<file path="src/rtl/countdown_ctrl_if.sv">
// Button-pulse inputs and display/status outputs of the countdown core.
// The master side is the button front end and the display chain; the slave side is countdown_ctrl.
interface countdown_ctrl_if;
  logic        pause_pulse;
  logic        restart_pulse;
  logic [3:0]  tens;
  logic [3:0]  ones;
  logic        is_pause;
  logic        is_restart;
  logic        done;
  logic        tick;
  logic [15:0] leds;

  modport master (
    output pause_pulse, restart_pulse,
    input  tens, ones, is_pause, is_restart, done, tick, leds
  );

  modport slave (
    input  pause_pulse, restart_pulse,
    output tens, ones, is_pause, is_restart, done, tick, leds
  );
endinterface

</file>
<file path="src/rtl/countdown_ctrl.sv">
// Two-digit BCD countdown core: mode FSM, tick prescaler and BCD counter in one clock domain.
// The count advances on a one-cycle tick enable rather than on a divided clock.
module countdown_ctrl #(
  parameter int TICK_DIV   = 100000000,
  parameter int START_TENS = 3,
  parameter int START_ONES = 0
) (
  input  logic             clk,
  input  logic             rst,
  countdown_ctrl_if.slave  bus
);

  localparam logic [26:0] PRESC_LAST = 27'(TICK_DIV - 1);
  localparam logic [3:0]  RL_TENS    = 4'(START_TENS);
  localparam logic [3:0]  RL_ONES    = 4'(START_ONES);
  localparam bit          START_ZERO = (START_TENS == 0) && (START_ONES == 0);

  if (START_TENS < 0 || START_TENS > 9 || START_ONES < 0 || START_ONES > 9) begin : g_bad_start
    $error("countdown_ctrl: START_TENS/START_ONES must be BCD digits 0..9");
  end
  if (TICK_DIV < 2 || TICK_DIV > 134217728) begin : g_bad_div
    $error("countdown_ctrl: TICK_DIV must be in 2..2^27");
  end

  typedef enum logic [1:0] {IDLE = 2'd0, RUN = 2'd1, PAUSE = 2'd2, DONE = 2'd3} state_t;

  state_t      state, state_nxt;
  logic [3:0]  tens, tens_nxt;
  logic [3:0]  ones, ones_nxt;
  logic [26:0] presc, presc_nxt;
  logic        tick;
  logic [15:0] leds;

  assign tick = (state == RUN) && (presc == PRESC_LAST);

  always_ff @(posedge clk or negedge rst) begin
    if (!rst) begin
      state <= IDLE;
      tens  <= RL_TENS;
      ones  <= RL_ONES;
      presc <= '0;
    end else begin
      state <= state_nxt;
      tens  <= tens_nxt;
      ones  <= ones_nxt;
      presc <= presc_nxt;
    end
  end

  always_comb begin
    state_nxt = state;
    tens_nxt  = tens;
    ones_nxt  = ones;
    presc_nxt = presc;
    if (bus.restart_pulse) begin
      // Restart outranks everything, including a tick landing on the same edge.
      state_nxt = IDLE;
      tens_nxt  = RL_TENS;
      ones_nxt  = RL_ONES;
      presc_nxt = '0;
    end else begin
      case (state)
        IDLE: begin
          presc_nxt = '0;
          if (bus.pause_pulse) state_nxt = START_ZERO ? DONE : RUN;
        end
        RUN: begin
          if (tick) begin
            presc_nxt = '0;
            if (ones != 4'd0) begin
              ones_nxt = ones - 4'd1;
            end else if (tens != 4'd0) begin
              ones_nxt = 4'd9;
              tens_nxt = tens - 4'd1;
            end
            // Reaching 00 swallows a coincident pause.
            if (tens == 4'd0 && ones == 4'd1) state_nxt = DONE;
            else if (bus.pause_pulse)         state_nxt = PAUSE;
          end else begin
            presc_nxt = presc + 27'd1;
            if (bus.pause_pulse) state_nxt = PAUSE;
          end
        end
        // Prescaler holds here so a resume finishes the partial period.
        PAUSE: if (bus.pause_pulse) state_nxt = RUN;
        DONE:  presc_nxt = '0;
        default: state_nxt = IDLE;
      endcase
    end
  end

  always_comb begin
    leds = 16'h0000;
    case (state)
      RUN:     leds = 16'h8000;
      PAUSE:   leds = 16'h4000;
      DONE:    leds = 16'hFFFF;
      default: leds = 16'h0000;
    endcase
  end

  assign bus.tens       = tens;
  assign bus.ones       = ones;
  assign bus.is_pause   = (state == PAUSE);
  assign bus.is_restart = (state == IDLE);
  assign bus.done       = (state == DONE);
  assign bus.tick       = tick;
  assign bus.leds       = leds;

endmodule

</file>
<file path="src/flat_wrapper.sv">
// flat-port wrapper written by rule: the top's interface ports become plain ports
module countdown_ctrl_flat 
#(
  parameter int TICK_DIV   = 100000000,
  parameter int START_TENS = 3,
  parameter int START_ONES = 0
)
  (clk, rst, bus_pause_pulse, bus_restart_pulse, bus_tens, bus_ones, bus_is_pause, bus_is_restart, bus_done, bus_tick, bus_leds);
  countdown_ctrl_if bus_i ();
  input  logic clk;
  input  logic rst;
  input wire logic [$bits(bus_i.pause_pulse)-1:0] bus_pause_pulse;
  input wire logic [$bits(bus_i.restart_pulse)-1:0] bus_restart_pulse;
  output wire logic [$bits(bus_i.tens)-1:0] bus_tens;
  output wire logic [$bits(bus_i.ones)-1:0] bus_ones;
  output wire logic [$bits(bus_i.is_pause)-1:0] bus_is_pause;
  output wire logic [$bits(bus_i.is_restart)-1:0] bus_is_restart;
  output wire logic [$bits(bus_i.done)-1:0] bus_done;
  output wire logic [$bits(bus_i.tick)-1:0] bus_tick;
  output wire logic [$bits(bus_i.leds)-1:0] bus_leds;
  assign bus_i.pause_pulse = bus_pause_pulse;
  assign bus_i.restart_pulse = bus_restart_pulse;
  assign bus_tens = bus_i.tens;
  assign bus_ones = bus_i.ones;
  assign bus_is_pause = bus_i.is_pause;
  assign bus_is_restart = bus_i.is_restart;
  assign bus_done = bus_i.done;
  assign bus_tick = bus_i.tick;
  assign bus_leds = bus_i.leds;
  countdown_ctrl #(.TICK_DIV(TICK_DIV), .START_TENS(START_TENS), .START_ONES(START_ONES)) u_core (.clk(clk), .rst(rst), .bus(bus_i));
endmodule
</file>
<file path="config.mk">
export PLATFORM = sky130hd
export DESIGN_NAME = countdown_ctrl_flat
export DESIGN_NICKNAME = d
export VERILOG_FILES = /design/src/rtl/countdown_ctrl_if.sv /design/src/rtl/countdown_ctrl.sv /design/src/flat_wrapper.sv
export SDC_FILE = /design/constraint.sdc
export NUM_CORES = 1
export LEC_CHECK = 0
export ABC_AREA = 1
export BUFFER_PORTS_ARGS = -buffer_cell sky130_fd_sc_hd__clkbuf_2
export CORE_UTILIZATION = 55
export DETAILED_ROUTE_END_ITERATION = 6
export GPL_TIMING_DRIVEN = 1
export PLACE_DENSITY_LB_ADDON = 0.25
export SETUP_SLACK_MARGIN = 0.2
export SYNTH_ARGS = -nofsm -noshare
export SYNTH_HDL_FRONTEND = slang
export SYNTH_SLANG_ARGS = --single-unit
</file>
<file path="constraint.sdc">
create_clock -name clk -period 2.4 [get_ports clk]
set_input_delay 0.12 -clock clk [delete_from_list [all_inputs] [get_ports clk]]
set_output_delay 0.12 -clock clk [all_outputs]
set_load 0.005 [all_outputs]
</file>
### Yosys cells after proc, flatten, opt, wreduce, memory -nomap -nowiden

Cells that the tools add are included.

* bits in registers: 37
* input port bits: 4
* output and inout bits: 28
* logic and storage cells: 51

* add/subtract/negate cells: 3
* equality and inequality tests: 7
* muxes and demuxes: 20
* reduce and logical (&&, ||, !) cells: 17

Operator list (count)
* $mux W27: 2
* $pmux W27 S2: 1
* $pmux W16 S3: 1
* $mux W4: 10
* $add A27 B1 Y27 const B: 1
* $eq A27 B27 Y1 const B: 1
* $mux W2: 5
* $reduce_bool A3 Y1: 3
* $reduce_bool A4 Y1: 2
* $sub A4 B1 Y4 const B: 2
* $reduce_bool A2 Y1: 3
* $eq A2 B2 Y1 const B: 2
* $eq A4 B1 Y1 const B: 1
* $logic_not A4 Y1: 1
* $pmux W2 S2: 1
* $reduce_and A4 Y1: 1
* $reduce_or A2 Y1: 2
* $ne A3 B1 Y1 const B: 1
* $reduce_and A3 Y1: 1
* $eq A2 B1 Y1 const B: 1
* $logic_and A1 B1 Y1: 2
* $logic_not A2 Y1: 1
* $ne A2 B2 Y1 const B: 1
* $reduce_and A2 Y1: 1

### Longest topological paths before layout

Gate-level depths: netlist (run 1).

* depth after elaboration: 6
* depth in mapped cells: 12
* depth with buffers taken out: 12

### Worst setup path before layout (run 1)

Ideal clock, no wire load.

* kind: register -> register
* from: register u_core.state[0]
* to: register u_core.presc[15]
* setup time: 121 ps
* data arrival time: 1523 ps
* required time: 2279 ps
* setup slack: 755 ps
* stages on the path, launching flop included: 11
* buffers on the path: 0
* period minus slack after synthesis: 1645 ps
* path through: dfrtp_1 -> inv_1 -> ha_1 -> nand2_4 -> inv_4 -> nor2_4 -> nand2_2 -> inv_2 -> nand3_2 -> o21ai_0 -> nor2_1

* word-level cells in the longest chain between the ends: 5
* elaborated cells on any way between the ends: 9
* classes of those cells: eq/ne: 2; mux: 3; reduce/logical: 4

RTL lines
* from (decl): RTL line countdown_ctrl.sv:27 `state_t state, state_nxt;`
* from (signal assigned): RTL line countdown_ctrl.sv:43 `state <= state_nxt;`
* $eq A2 B1 Y1: RTL line countdown_ctrl.sv:34, countdown_ctrl.sv:62
* $logic_and A1 B1 Y1: RTL line countdown_ctrl.sv:34 `assign tick = (state == RUN) && (presc == PRESC_LAST);`
* $mux W27: RTL line countdown_ctrl.sv:68 `if (tick) begin`
* $pmux W27 S2: RTL line countdown_ctrl.sv:62 `case (state)`
* $mux W27: RTL line countdown_ctrl.sv:55 `if (bus.restart_pulse) begin`
* to (signal assigned): RTL line countdown_ctrl.sv:46 `presc <= presc_nxt;`
* to (decl): RTL line countdown_ctrl.sv:30 `logic [26:0] presc, presc_nxt;`

Several ways; a longest one is shown, not always the timed one.
A chain may end at the register's enable or synchronous reset.

### Worst setup path in the final report (run 1)

* from: register u_core.state[1]
* to: register u_core.presc[15]

Same word-level chain as after synthesis.

==> results of run 1 <==
[worst register-to-register path, stage by stage, from the launching register on]
cell	delay [ps]
dfrtp_1	430
inv_1	120
ha_1	270
nand2_1	80
nor2_1	100
nand2_1	50
nor2_1	170
nand2_4	110
nand3_2	210
inv_1	130
o21ai_0	90
nor2_1	70
[worst max-delay path by stage]
stage / start / depth (start not counted) / endpoint / slack (ps)
2_1_floorplan: u_core.state[0]$_DFFE_PN0P_ / 10 / u_core.presc[15]$_DFFE_PN0P_ / 760
6_report: u_core.state[1]$_DFFE_PN0P_ / 11 / u_core.presc[15]$_DFFE_PN0P_ / 460
4_1_cts: u_core.state[1]$_DFFE_PN0P_ / 11 / u_core.presc[15]$_DFFE_PN0P_ / 460
5_1_grt: u_core.state[1]$_DFFE_PN0P_ / 11 / u_core.presc[15]$_DFFE_PN0P_ / 260
3_5_place_dp: u_core.state[1]$_DFFE_PN0P_ / 11 / u_core.presc[15]$_DFFE_PN0P_ / 470
3_3_place_gp: u_core.state[1]$_DFFE_PN0P_ / 11 / u_core.presc[15]$_DFFE_PN0P_ / 560
[cells in the final DEF, fill, tap and decap left out]
cell       instances
nor3_2             1
clkinv_2           2
nor2_1            50
nor3b_1            1
ha_1              10
a31oi_1            1
nand2_2            6
nand3_2            2
o21ai_1           12
o2111ai_1          1
nor2_4             2
nand4_1            7
nor3_1            10
nand2_1          107
dfstp_2            2
nor2_2             5
o21ai_0            9
inv_4              1
xor2_1             7
inv_2              2
or2_2              4
clkbuf_2          31
o31ai_1            1
xnor2_1            2
clkbuf_1           1
a21o_1             1
o21a_1             1
nand3b_1           1
a211oi_1           1
a21oi_1            7
clkbuf_8           5
nand4_2            1
inv_1             47
dfrtp_1           35
nand3_1           17
nand2_4            4
[kinds of logic (layout without fill, tap and decap cells)]
logic type	after synthesis	after routing	synth area share (%)
buffers and inverters	67	89	12.0
AO/OA/AOI/OAI	34	34	7.07
AND/OR/NAND/NOR	218	218	37.7
XOR/XNOR	9	9	3.01
flip-flops	37	37	35.4
adder cells (fa/ha/maj)	10	10	4.78
[cell type report]
cell class | count | area share (%)
clock inverters | 2 | 0.358
flip-flops and latches | 37 | 33.2
multi-input cells | 271 | 49.2
well taps | 52 | 2.33
clock buffers | 6 | 2.59
repair buffers | 31 | 5.55
inverters | 50 | 6.80
[registers in the layout (all words and copies together) (netlist names)]
name and count:
u_core.presc 27, u_core.bus.ones 4, u_core.bus.tens 4, u_core.state 2
[metrics by stage]
step	std cells	instance area [sq um]	setup WS, ps
after floorplan	375	2620	755
after global placement	441	2720	560
after detailed placement	441	2720	473
after CTS	449	2800	457
after global routing	449	2800	259
final	449	2800	455
[routing by layer]
metal	wire length (um)	vias up
met2	2600	55
met4	48	0
met5	0	-
li1	-	1202
met1	2640	1057
met3	258	4
[where the power goes]
group	switching [mW]	internal, mW
sequential	0.0820	0.716
combinational	0.492	0.305
clock	0.230	0.202
total	0.804	1.22
==> out/qor.yml, run 1 <==
status:
  status: "finished with violations"
  violations: "DRC, hold timing"
global_route:
  grt_max_degree: 38
  busiest_layer: "met2"
  grt_pass1_wl_um: 9530
  grt_pass1_vias: 2140
  grt_usage_pct: 23.9
  grt.met1_usage_pct: 32.9
  met2_usage_pct: 38.8
  antenna_found_initial: 0
  grt_remaining_overflow: 0
  met3_usage_pct: 3.70
finish:
  final_util_pct: 62.5
  layout.nets: 410
  drive_gt1_share_pct: 17.1
  area_growth_pct: 6.78
  seqCellArea_sq_um: 928
  multi_input_area_sq_um: 1380
  antennaDiodeCount: 0
  num-fill-cells: 430
critical_path:
  critPathKind: "flip-flop to flip-flop"
  arrival_ps: 2120
  cp_common_cell: "nor2_1"
  crit_fanout: 12
  r2r_start: "u_core.state[1]$_DFFE_PN0P_"
  path_buf_inv: 2
  cp_slowest_cell: "dfrtp_1"
  critPathMaxStageDelay_ps: 430
  path_cells: "inv_1, ha_1, nand2_1, nor2_1, nand2_1, nor2_1, nand2_4, nand3_2, inv_1, o21ai_0, nor2_1"
  cp_top_family: "simple AND/OR/NAND/NOR gates"
  worstReg2RegEnd: "u_core.presc[15]$_DFFE_PN0P_"
  worstPathRequired_ps: 2580
  critPathLaunchType: "flip-flop"
  rrSetupSlack_ps: 460
  cp-end-kind: "flip-flop"
  reg2reg_depth: 11
detailed_routing:
  antenna_left: 0
  viasPerCell: 5.16
  avgRoutedWirePerCell_um: 12.3
  wirelength_um: 5540
  num_vias: 2318
  dr.pass1.iters: 6
  first_iter_violations: 123
  drc: 1
synthesis:
  seq_area_frac_synth_pct: 35.4
  syn-cell-area_sq_um: 2620
  synth_nets: 389
  synth_common_cells: "107 x nand2_1, 50 x nor2_1, 47 x inv_1"
  ys.flop_type: "dfrtp_1"
  yosys.area.top_type: "dfrtp_1"
  postSynthCellCount: 375
  avgSynthCellArea_sq_um: 6.99
  synth-edff-count: 0
  ys_ff_latch: 37
  synth.most_common_cell: "nand2_1"
  synth_area_leaders: "dfrtp_1 33%, nand2_1 15%, nor2_1 7.2%"
  ys_types: 36
  ys_async_sr_fraction_pct: 100
  synth_top_area_share_pct: 33.4
  yosysWarnings: 0
power_and_ir_drop:
  power_mw: 2.03
  powerDensity_nw_per_um2: 725
  ir_worst_vdd_mv: 0.547
  total_leakage_power_nw: 1.37
clock_network:
  clk_pin_slew_ps: 80
  htree_levels: 2
  clkLatencyLatePin_ps: 290
  clk_path_buf_depth: 2
  postCtsResizedCells: 0
  clkSinkCount: 37
  cts_setup_buffers: 0
  hold_buffers: 0
  cts_root_buffer: "clkbuf_8"
  cts-buffers-inserted: 5
  cts_tree: "yes"
sta:
  hold_viol: 35
  setup_viol: 0
  slew_viol_final: 0
  whs_ps: -44.9
  finalClockSkew_ps: 4.03
  fmax_mhz: 514
  tightest_slew_ps: 913
  min_period_over_period_pct: 81.0
  period_needed_ps: 1940
  rsz0062_at_grt: "false"
  setup_tns_ps: 0
  max_slew_margin_pct: 39.1
floorplan:
  start_util_pct: 58.6
  die_w_um: 71.0
  io_pins: 32
  chipHeight_um: 71.0
  row_count: 24
  die_area_sq_um: 5040
  fp.coreArea_sq_um: 4470
placement:
  gp_congestion: 0.931
  place_hpwl_um: 4230
  portBuffers: 31
flow_run:
  maxCapViolCount: 0
min_path:
  hold_class: "primary input to asynchronous set/reset pin"
Note: power is estimated with default switching activity, not from simulation.
==> run 2: changes to the inputs <==
--- a/config.mk
+++ b/config.mk
@@ -7,7 +7,7 @@
 export LEC_CHECK = 0
 export ABC_AREA = 1
 export BUFFER_PORTS_ARGS = -buffer_cell sky130_fd_sc_hd__clkbuf_2
-export CORE_UTILIZATION = 55
+export CORE_UTILIZATION = 53
 export DETAILED_ROUTE_END_ITERATION = 6
 export GPL_TIMING_DRIVEN = 1
 export PLACE_DENSITY_LB_ADDON = 0.25
==> constraint.sdc (replaced) <==
create_clock -name clk -period 1.6 [get_ports clk]
set_input_delay 0.08 -clock clk [delete_from_list [all_inputs] [get_ports clk]]
set_output_delay 0.08 -clock clk [all_outputs]
set_load 0.005 [all_outputs]
==> out/qor.yml, run 2 (synthesized netlist as in run 1, its figures left out) <==
critical_path:
  crit_fanout: 4  # -8
  arrival_ps: 2060  # -60 ps
  critPathKind: "flip-flop to flip-flop"
  critPathLaunchType: "flip-flop"
  rrSetupSlack_ps: -290  # -740 ps
  cp-end-kind: "flip-flop"
  worstPathRequired_ps: 1780  # -800 ps
floorplan:
  start_util_pct: 55.1  # -3.5 points
  die_area_sq_um: 5230  # +3.7%
  chipHeight_um: 72.3  # +1.8%
  fp.coreArea_sq_um: 4750  # +6.3%
  io_pins: 32  # unchanged
  row_count: 25  # +4.2%
  die_w_um: 72.3  # +1.8%
sta:
  rsz0062_at_grt: "true"
  fin_ws_ps: -286  # -741 ps
  setup_tns_ps: -6720  # -6720 ps
  finalClockSkew_ps: 20.9  # +16.8 ps
  period_needed_ps: 1890  # -58.8 ps
  slew_viol_final: 0  # unchanged
  max_slew_margin_pct: 65.9  # +27 points
  whs_ps: 172  # +217 ps
  tightest_slew_ps: 512  # -401 ps
  hold_viol: 0  # -100%
  fmax_mhz: 530  # +3.1%
  setup_viol: 39  # +39
  min_period_over_period_pct: 118  # +37 points
detailed_routing:
  avgRoutedWirePerCell_um: 18.9  # +53%
  viasPerCell: 5.89  # +14%
  drc: 3  # +2
  num_vias: 3047  # +31%
  first_iter_violations: 485  # +290%
  wirelength_um: 9760  # +76%
  dr.pass1.iters: 7  # +1
  antenna_left: 0  # unchanged
clock_network:
  clk_path_buf_depth: 2  # unchanged
  cts_tree: "yes"
  clkLatencyLatePin_ps: 320  # +30 ps
  htree_levels: 2  # unchanged
  clkSinkCount: 37  # unchanged
  cts_root_buffer: "clkbuf_8"
  cts-buffers-inserted: 5  # unchanged
  clk_pin_slew_ps: 100  # +20 ps
flow_run:
  maxCapViolCount: 0  # unchanged
finish:
  layout.nets: 463  # +13%
  layout_common_cells: "84 x nand2_1, 42 x inv_1, 34 x nor2_1"
  final_util_pct: 81.9  # +19 points
  antennaDiodeCount: 0  # unchanged
  top_register: "u_core.presc"
  largest_reg_flops: 27  # unchanged
  reg_top3: "u_core.presc (27), u_core.bus.ones (4), u_core.bus.tens (4)"
  drive_gt1_share_pct: 43.6  # +26 points
  area_growth_pct: 48.6
  stdcell_count: 517  # +15%
  layout_commonest_cell: "nand2_1"
placement:
  portBuffers: 31  # unchanged
  dp.cells: 480  # +8.8%
  place_hpwl_um: 4690  # +11%
  gp_congestion: 0.907  # -2.6%
power_and_ir_drop:
  powerDensity_nw_per_um2: 1240  # +71%
  ir_worst_vdd_mv: 1.08  # +97%
  total_leakage_power_nw: 1.81  # +33%
  power_mw: 4.81  # +140%
min_path:
  hold_class: "primary input to flip-flop"
global_route:
  grt_pass1_vias: 2750  # +29%
  antenna_found_initial: 0  # unchanged
  grt_max_degree: 21  # -45%
  grt_remaining_overflow: 0  # unchanged
  grt_pass1_wl_um: 12700  # +33%
  grt_usage_pct: 31.6  # +7.7 points
status:
  status: "finished with violations"
  violations: "DRC, setup timing"
==> run 2: metal layers <==
layer	vias up	track usage (%)	routed length, um
met3	76	7.08	841
met4	0	22.4	602
li1	1313	-	-
met1	1430	37.9	3620
met5	-	0	0
met2	228	50.2	4700
==> run 2: worst paths after layout <==
| check | startpoint | end | cells after the start |
|---|---|---|---|
| max in group asynchronous | rst | u_core.bus.tens[1]$_DFFE_PN1P_ | 3 |
| min in group asynchronous | rst | u_core.presc[21]$_DFFE_PN0P_ | 2 |
| max | u_core.presc[1]$_DFFE_PN0P_ | u_core.presc[1]$_DFFE_PN0P_ | 12 |
| max reg2reg | u_core.presc[1]$_DFFE_PN0P_ | u_core.presc[1]$_DFFE_PN0P_ | 12 |
| min reg2reg | u_core.bus.tens[0]$_DFFE_PN1P_ | u_core.bus.tens[0]$_DFFE_PN1P_ | 2 |
| min | bus_pause_pulse | u_core.state[1]$_DFFE_PN0P_ | 5 |
==> run 2: power breakdown <==
group / internal (mW) / switching, mW
combinational: 1.16 / 1.41
clock: 0.620 / 0.388
sequential: 1.08 / 0.164
total: 2.85 / 1.96
==> run 2: area by class of cell <==
class | instances | area [sq um]
clock buffers | 5 | 68.8
flip-flops and latches | 37 | 931
fillers | 267 | 862
multi-input cells | 272 | 1820
clock inverters | 3 | 65.1
well taps | 67 | 83.8
inverters | 50 | 203
repair buffers | 83 | 718
==> run 2: worst max-delay path: stages, from the launching register on <==
cell and delay (ps):
dfrtp_1 430, ha_2 240, nand2_2 80, nor2_4 100
nand2_2 90, nor2_4 140, nand2_4 80, buf_6 130
nand3_4 90, nor2_2 50, buf_6 120, nand2_1 50
nand2_1 120
==> run 2: what timing repair did <==
action                                  CTS  global route
buffers inserted                         18             7
cloned                                    3             0
pin swaps                                27            32
endpoints found under the setup margin   55            55
gates resized for setup                  59            79
hold buffers                              1             0
endpoints found under the hold margin    17             0
==> run 2: through the flow <==
step	worst slack, ps	area, sq um
2_1_floorplan	125	2690
3_3_place_gp	24.1	3010
3_5_place_dp	-7.16	3010
4_1_cts	-94.8	3520
5_1_grt	-356	3890
6_report	-286	3890
==> run 3: changes to the inputs <==
--- a/config.mk
+++ b/config.mk
@@ -12,6 +12,7 @@
 export GPL_TIMING_DRIVEN = 1
 export PLACE_DENSITY_LB_ADDON = 0.25
 export SETUP_SLACK_MARGIN = 0.2
+export SKIP_CTS_REPAIR_TIMING = 1
 export SYNTH_ARGS = -nofsm -noshare
 export SYNTH_HDL_FRONTEND = slang
 export SYNTH_SLANG_ARGS = --single-unit
==> out/qor.yml, run 3 (synthesized netlist as in run 1, its figures left out) <==
min_path:
  hold_class: "primary input to flip-flop"
finish:
  layout.nets: 443  # -4.3%
  num-fill-cells: 388  # +45%
  largest_reg_flops: 27  # unchanged
  top_register: "u_core.presc"
  drive_gt1_share_pct: 30.5  # -13 points
  area_growth_pct: 28.5
  final_util_pct: 70.8  # -11 points
  reg_top3: "u_core.presc (27), u_core.bus.ones (4), u_core.bus.tens (4)"
  layout_common_cells: "103 x nand2_1, 44 x inv_1, 44 x nor2_1"
  layout_commonest_cell: "nand2_1"
  antennaDiodeCount: 0  # unchanged
detailed_routing:
  wirelength_um: 6790  # -30%
  drc: 0  # -3
  dr.pass1.iters: 6  # -1
  viasPerCell: 5.14  # -13%
  first_iter_violations: 166  # -66%
  num_vias: 2556  # -16%
  antenna_left: 0  # unchanged
  avgRoutedWirePerCell_um: 13.7  # -28%
sta:
  finalClockSkew_ps: 6.83  # -14.0 ps
  rsz0062_at_grt: "true"
  setup_viol: 33  # -15%
  whs_ps: 104  # -68.5 ps
  fin_ws_ps: -170  # +116 ps
  min_period_over_period_pct: 111  # -7.2 points
  period_needed_ps: 1770  # -116 ps
  max_slew_margin_pct: 67.8  # +1.9 points
  tightest_slew_ps: 483  # -28.3 ps
  hold_viol: 0  # unchanged
  fmax_mhz: 565  # +6.5%
  slew_viol_final: 0  # unchanged
placement:
  place_hpwl_um: 4690  # unchanged
  portBuffers: 31  # unchanged
  gp_congestion: 0.907  # unchanged
floorplan:
  row_count: 25  # unchanged
  io_pins: 32  # unchanged
  fp.coreArea_sq_um: 4750  # unchanged
  chipHeight_um: 72.3  # unchanged
  die_area_sq_um: 5230  # unchanged
  start_util_pct: 55.1  # unchanged
  die_w_um: 72.3  # unchanged
clock_network:
  clk_path_buf_depth: 2  # unchanged
  htree_levels: 2  # unchanged
  cts-buffers-inserted: 5  # unchanged
  cts_tree: "yes"
  cts_root_buffer: "clkbuf_8"
  clkLatencyLatePin_ps: 300  # -20 ps
  clkSinkCount: 37  # unchanged
  clk_pin_slew_ps: 80  # -20 ps
global_route:
  grt_pass1_wl_um: 10500  # -17%
  antenna_found_initial: 0  # unchanged
  grt_max_degree: 21  # unchanged
  grt_remaining_overflow: 0  # unchanged
  grt_usage_pct: 25.8  # -5.8 points
  grt_pass1_vias: 2311  # -16%
critical_path:
  cp-end-kind: "flip-flop"
  worstPathRequired_ps: 1830  # +50 ps
  critPathLaunchType: "flip-flop"
  crit_fanout: 5  # +1
  critPathMaxStageDelay_ps: 400  # -30 ps
  cp_common_cell: "buf_6"
  arrival_ps: 2000  # -60 ps
  path_cells: "inv_2, buf_6, buf_6, ha_4, nand2_8, nand2_4, nor3_4, nand3_2, xor2_1, nor2_1"
  cp_slowest_cell: "dfrtp_1"
  critPathKind: "flip-flop to flip-flop"
  path_buf_inv: 3  # +1
  cp_top_family: "simple AND/OR/NAND/NOR gates"
power_and_ir_drop:
  ir_worst_vdd_mv: 0.975  # -9.7%
  total_leakage_power_nw: 1.59  # -12%
  powerDensity_nw_per_um2: 1170  # -5.5%
status:
  status: "finished with violations"
  violations: "setup timing"
flow_run:
  maxCapViolCount: 0  # unchanged
run 3: tightest hold or removal path: stages:
cell and delay [ps]:
clkbuf_2 110, o31ai_2 80, nand2_1 60, nand2_1 50
run 3: report_power, final:
part | total [mW] | internal, mW | switching [mW]
combinational | 1.74 | 0.774 | 0.970
clock | 0.974 | 0.619 | 0.355
sequential | 1.22 | 1.08 | 0.140
total | 3.94 | 2.47 | 1.46
run 3: path summary, 6_finish.rpt:
path | start | to | slack, ps | depth (start not counted)
min | bus_pause_pulse | u_core.state[0]$_DFFE_PN0P_ | 100 | 4
max reg2reg | u_core.state[1]$_DFFE_PN0P_ | u_core.presc[16]$_DFFE_PN0P_ | -170 | 10
max | u_core.state[1]$_DFFE_PN0P_ | u_core.presc[16]$_DFFE_PN0P_ | -170 | 10
min reg2reg | u_core.bus.tens[0]$_DFFE_PN1P_ | u_core.bus.tens[0]$_DFFE_PN1P_ | 510 | 2
min in group asynchronous | rst | u_core.presc[21]$_DFFE_PN0P_ | 270 | 2
max in group asynchronous | rst | u_core.bus.tens[1]$_DFFE_PN1P_ | 770 | 3
run 3: metal layers:
| metal | vias up | global-route usage [%] | share of wire (%) |
|---|---|---|---|
| met1 | 1189 | 34.2 | 44 |
| li1 | 1272 | - | - |
| met3 | 25 | 4.58 | 3.6 |
| met4 | 0 | 11.3 | 3.5 |
| met5 | - | 0 | 0 |
| met2 | 70 | 41.2 | 49 |
run 3: cell type report:
cell class	instances	area (sq um)	share of cell area, %
inverters	50	203	6.02
multi-input cells	271	1550	46.0
flip-flops and latches	37	930	27.6
well taps	67	83.8	2.49
clock buffers	5	68.8	2.04
clock inverters	3	65.1	1.93
repair buffers	64	467	13.9
run 3: through the flow:
| step | instance area [sq um] | cells | worst slack [ps] | total power, mW | TNS (ps) |
|---|---|---|---|---|---|
| after global routing | 3370 | 497 | -279 | 4.18 | -5690 |
| after floorplan | 2690 | 375 | 125 | 2.23 | 0 |
| after CTS | 3140 | 488 | -184 | 3.65 | -375 |
| after detailed placement | 3010 | 480 | -7.16 | 2.67 | -13.4 |
| after global placement | 3010 | 480 | 24.1 | 2.64 | 0 |
| final | 3370 | 497 | -170 | 3.94 | -2170 |
